===== config.mk =====
export PLATFORM = sky130hd
export DESIGN_NAME = alu_arbiter
export DESIGN_NICKNAME = d
export VERILOG_FILES = /design/src/rtl/alu_arbiter.sv
export SDC_FILE = /design/constraint.sdc
export NUM_CORES = 1
export LEC_CHECK = 0
export ABC_AREA = 1
export BUFFER_PORTS_ARGS = -buffer_cell sky130_fd_sc_hd__clkbuf_2
export CAP_MARGIN = 20
export CORE_AREA = 10 10 451 453
export DETAILED_ROUTE_END_ITERATION = 8
export DIE_AREA = 0 0 461 463
export PLACE_DENSITY = 0.31
export SLEW_MARGIN = 20
export SYNTH_ARGS = -nofsm -noshare
export SYNTH_HDL_FRONTEND = slang
export SYNTH_SLANG_ARGS = --single-unit

===== constraint.sdc =====
create_clock -name clk -period 2.1 [get_ports clk]
set_clock_uncertainty 0.1 [all_clocks]
set_input_delay 0.63 -clock clk [delete_from_list [all_inputs] [get_ports clk]]
set_output_delay 0.63 -clock clk [all_outputs]
set_load 0.02 [all_outputs]

===== src/rtl/alu_arbiter.sv =====
// Two-requester front end sharing one external ALU: arbitrate, issue, wait, return result.
// ALU_ARB_RR_EN selects round-robin arbitration; default build is fixed priority (requester 0 wins).
module alu_arbiter #(
  parameter int unsigned WIDTH = 128,
  parameter int unsigned OPW   = 4
) (
  input  logic             clk,
  input  logic             rst,
  input  logic             req0_valid,
  output logic             req0_ready,
  input  logic [OPW-1:0]   req0_op,
  input  logic [WIDTH-1:0] req0_a,
  input  logic [WIDTH-1:0] req0_b,
  input  logic             req1_valid,
  output logic             req1_ready,
  input  logic [OPW-1:0]   req1_op,
  input  logic [WIDTH-1:0] req1_a,
  input  logic [WIDTH-1:0] req1_b,
  output logic             rsp0_valid,
  input  logic             rsp0_ready,
  output logic [WIDTH-1:0] rsp0_result,
  output logic             rsp1_valid,
  input  logic             rsp1_ready,
  output logic [WIDTH-1:0] rsp1_result,
  output logic [OPW-1:0]   alu_op,
  output logic [WIDTH-1:0] alu_a,
  output logic [WIDTH-1:0] alu_b,
  output logic             alu_start,
  input  logic             alu_done,
  input  logic [WIDTH-1:0] alu_result,
  output logic             busy
);

  localparam logic [1:0] IDLE  = 2'd0;
  localparam logic [1:0] ISSUE = 2'd1;
  localparam logic [1:0] WAIT  = 2'd2;
  localparam logic [1:0] RESP  = 2'd3;

  logic [1:0] state, state_nxt;
  logic       owner, owner_nxt;
  logic       grant0, grant1;
  logic       accept;
  logic       capture;
  logic       busy_nxt, start_nxt, rsp0_valid_nxt, rsp1_valid_nxt;

`ifdef ALU_ARB_RR_EN
  // last_grant=1 after reset so requester 0 is favoured first
  logic last_grant;

  always_comb begin
    grant0 = req0_valid & (~req1_valid | last_grant);
    grant1 = req1_valid & (~req0_valid | ~last_grant);
  end

  always_ff @(posedge clk) begin
    if (rst)         last_grant <= 1'b1;
    else if (accept) last_grant <= grant1;
  end
`else
  always_comb begin
    grant0 = req0_valid;
    grant1 = req1_valid & ~req0_valid;
  end
`endif

  // Ready is offered only in IDLE and never while reset is being applied
  assign req0_ready = (state == IDLE) & ~rst & grant0;
  assign req1_ready = (state == IDLE) & ~rst & grant1;
  assign accept     = req0_ready | req1_ready;

  always_comb begin
    state_nxt = state;
    owner_nxt = owner;
    capture   = 1'b0;
    case (state)
      IDLE: begin
        if (accept) begin
          state_nxt = ISSUE;
          owner_nxt = grant1;
        end
      end
      ISSUE: begin
        capture   = alu_done;
        state_nxt = alu_done ? RESP : WAIT;
      end
      WAIT: begin
        if (alu_done) begin
          capture   = 1'b1;
          state_nxt = RESP;
        end
      end
      RESP: begin
        if (owner ? rsp1_ready : rsp0_ready) state_nxt = IDLE;
      end
      default: state_nxt = IDLE;
    endcase
    busy_nxt       = (state_nxt != IDLE);
    start_nxt      = (state_nxt == ISSUE);
    rsp0_valid_nxt = (state_nxt == RESP) & ~owner_nxt;
    rsp1_valid_nxt = (state_nxt == RESP) & owner_nxt;
  end

  always_ff @(posedge clk) begin
    if (rst) begin
      state      <= IDLE;
      owner      <= 1'b0;
      busy       <= 1'b0;
      alu_start  <= 1'b0;
      rsp0_valid <= 1'b0;
      rsp1_valid <= 1'b0;
    end else begin
      state      <= state_nxt;
      owner      <= owner_nxt;
      busy       <= busy_nxt;
      alu_start  <= start_nxt;
      rsp0_valid <= rsp0_valid_nxt;
      rsp1_valid <= rsp1_valid_nxt;
    end
  end

  // Operand latch on acceptance; result capture into the owner's slot only
  always_ff @(posedge clk) begin
    if (rst) begin
      alu_op      <= '0;
      alu_a       <= '0;
      alu_b       <= '0;
      rsp0_result <= '0;
      rsp1_result <= '0;
    end else begin
      if (accept) begin
        alu_op <= grant1 ? req1_op : req0_op;
        alu_a  <= grant1 ? req1_a  : req0_a;
        alu_b  <= grant1 ? req1_b  : req0_b;
      end
      if (capture && !owner) rsp0_result <= alu_result;
      if (capture && owner)  rsp1_result <= alu_result;
    end
  end

endmodule


==> impl_metrics.csv <==
group,metric,value,unit
setup_path,reg2reg_to,"alu_op[3]",
hold_path,hp-start,"alu_result[126]",
sta,hold_viol,0,
clocking,clk_path_buf_depth,3,
logic_synthesis,postSynthAreaPerCell,7.626,um2
logic_synthesis,synth_top_family_by_area,"compound AO/OA/AOI/OAI gates",
global_routing,met2_usage,22.33,%
floorplanning,die_area,213400,um2
setup_path,cp_data_arrival_time,1.59,ns
logic_synthesis,synth-seq-cells,523,
hold_path,hold_class,"in2reg",
setup_path,crit_type,"reg2out",
hold_path,min_to,"rsp0_result[126]",
sta,setup-tns-final,-0.4188,ns
placed_design,gp_routability_congestion,0.8359,
sta,setup_violations,2,
setup_path,cp.required,1.37,ns
logic_synthesis,synth.area.mux_share,0,%
clocking,cts_tree,"built",
hold_path,holdPathStages,3,
floorplanning,core,194200,um2
floorplanning,die_width,461,um
global_routing,grt_pass1_vias,24530,
sta,max_slew_margin,62.12,%
final_layout,syn_to_final_growth,72.83,%
drt,first_pass_iters,5,
sta,period_needed,2.322,ns
final_layout,layout-drive-gt1-share,38.29,%
sta,setup_slack,-0.2218,ns
drt,drtIter0Drc,1250,
logic_synthesis,synth_top_cell_by_area,"dfxtp_1",
clocking,cts_buffers,72,
placed_design,place_ws,-0.2962,ns
power_and_ir_drop,peakVddDrop,0.0005214,V
floorplanning,row_count,162,
status,violations,"negative setup slack",
power_and_ir_drop,power_leakage,15.57,nW
sta,report.final.slew_viol_count,0,
setup_path,cp_slowest_stage_delay,0.32,ns
drt,drt-total-wl,154.8,mm
final_layout,layout.cells.non_filler,6585,
logic_synthesis,synth-compound-area-share,24.47,%
drt,dr_total_vias,23930,
drt,wl_per_cell,23.51,um
floorplanning,die_height,463,um
logic_synthesis,synth_area_leaders,"dfxtp_1, o21ai_0, nand2_1",
setup_path,crit_path_start_kind,"flop",
placed_design,port_buffers,1176,
final_layout,nNetsFinal,4633,
global_routing,grt_overflow,0,
global_routing,grt_use_total,13.58,%
clocking,cts_htree_levels,3,
logic_synthesis,ys_seq_area_share,52.44,%
logic_synthesis,syn_inst,2618,
sta,worstMarginPinSlew,0.5622,ns
floorplanning,initial_core_util,10.28,%
global_routing,grt_pass1_wl,205.2,mm
logic_synthesis,synth-xor-area-share,0,%
clocking,cts_num_sinks,523,
power_and_ir_drop,power_density,1100,nW/um2
setup_path,cp-end-kind,"output pin",
clocking,clkLatencyLatePin,0.68,ns
setup_path,rr_worst_depth,10,
floorplanning,io_pins,1177,
setup_path,regToRegSetupSlack,0.09,ns
run,cap_violations,0,
logic_synthesis,yosysUniqueCellTypes,17,
sta,rsz0062_at_grt,"true",
logic_synthesis,yosysWarnings,0,
logic_synthesis,synth-simple-area-share,15.32,%
clocking,cts.reportedPaths.clkPinSlew,0.06,ns
drt,drt_drc_violations_left,0,
setup_path,cp_cell_sequence,"inv_2 -> ha_4 -> nand2_4 -> inv_2 -> nand2_2 -> inv_2 -> buf_8",
placed_design,dp_hpwl,126.1,mm
sta,period_share,110.6,%
logic_synthesis,syn_area,19960,um2
setup_path,cp_common_cell,"inv_2",
setup_path,critPathMaxFanout,2,
global_routing,grt_max_degree,82,
setup_path,cpMaxStageDelayCell,"dfxtp_2",
global_routing,use_met3,5.904,%
setup_path,crit_start,"state[0]",
drt,viasPerCell,3.634,
clocking,root_buffer,"clkbuf_16",
status,status,"complete, but fails checks",
global_routing,antenna_found_initial,70,
logic_synthesis,synth_top_area_share,52.44,%
drt,drtAntennaViolNets,0,
global_routing,met1_usage,15.50,%
logic_synthesis,syn-num-nets,3278,
sta,clock.fmax,0.4307,GHz
setup_path,r2r-start,"state[0]",
global_routing,top_usage_layer,"met2",
placed_design,dp_cells,6291,
logic_synthesis,synth_fa_ha_area_share,0.3134,%
## critical path, delay by kind of cell (launching register included)
kind,cells,cell delay [ns]
DFF,1,0.32
buffers and inverters,4,0.32
adders and majority gates,1,0.16
and+or+nand+nor,2,0.10
## how the worst max path moves through the flow
stage,endpoint,slack [ns]
final,req1_ready,-0.22
after global routing,req1_ready,-0.37
after CTS,req1_ready,-0.37
after detailed placement,rsp1_result[89],-0.30
after global placement,rsp1_result[89],-0.33
after floorplan,req0_ready,0.14
## layer usage
layer	vias up	share of wire [%]
met5	-	0.19
met4	42	2.8
met3	206	10
met2	1055	47
met1	11070	40
li1	11560	-
## kinds of logic after synthesis
| family | after synthesis |
|---|---|
| flops | 523 |
| simple gates | 810 |
| buf+inv | 371 |
| compound gates | 909 |
| fa+ha+maj | 5 |
## metrics by stage
step	total power [W]	utilization (%)	cell area (um2)	hold slack, ns
final	0.03795	17.77	34500	0.09862
after floorplan	0.01868	-	19960	0.4105
after global placement	0.02474	15.42	29950	0.3305
after global routing	0.04009	17.76	34490	0.04461
after CTS	0.03845	17.60	34180	0.00008199
after detailed placement	0.02470	15.42	29950	0.3331
## registers in the layout, summed over array words and instances (netlist names)
name	cells
alu_start	1
alu_b	128
owner	1
rsp0_valid	1
rsp0_result	128
alu_a	128
rsp1_valid	1
alu_op	4
rsp1_result	128
state	2
busy	1
## power breakdown
group          internal [W]  switching [W]  leakage, nW  total, W
Clock               0.00730        0.00537         1.17    0.0127
Combinational       0.00416        0.00788         10.1    0.0120
Sequential           0.0120        0.00125         4.30    0.0132
## Yosys cell counts
master and instances:
dfxtp_1 523, nor2_4 1, o21ai_1 58, inv_2 3, a31oi_1 260, inv_1 142, buf_4 2, buf_2 69
a21oi_4 1, nand2_1 537, a21oi_1 129, ha_1 5, nand3_1 9, nor2_1 263, buf_1 1, clkbuf_1 154
o21ai_0 461
## what timing repair did
| action | in CTS | in global routing |
|---|---|---|
| resized for setup | 160 | 25 |
| pin swaps | 2 | 2 |
| gates cloned | 1 | 5 |
| setup buffers | 3 | 4 |
| setup endpoints to repair | 91 | 119 |
| hold endpoints to repair | 103 | 0 |
| hold buffers | 137 | 0 |
## cell usage in the layout (no fill, tap or decap), drive strengths merged
| master | instances |
|---|---|
| clkinvlp | 2 |
| nor2 | 264 |
| ha | 5 |
| diode | 16 |
| inv | 147 |
| clkbuf | 1284 |
| buf | 189 |
| a31oi | 260 |
| a21oi | 130 |
| nand2 | 537 |
| dfxtp | 523 |
| bufinv | 2 |
| clkinv | 18 |
| nand3 | 10 |
| dlygate4sd3 | 137 |
| o21ai | 519 |
## area by class of cell
class                      count  area [um2]
antenna                       16       40.04
clock buffer                 104        2115
clock inverter                24       270.3
fill                       22310      159700
inverter                     145       566.8
multi-input combinational   1725        8068
sequential                   523       10530
tap                         2542        3181
timing repair buffer        1506        9729
Note: power is estimated with default switching activity, not from simulation.
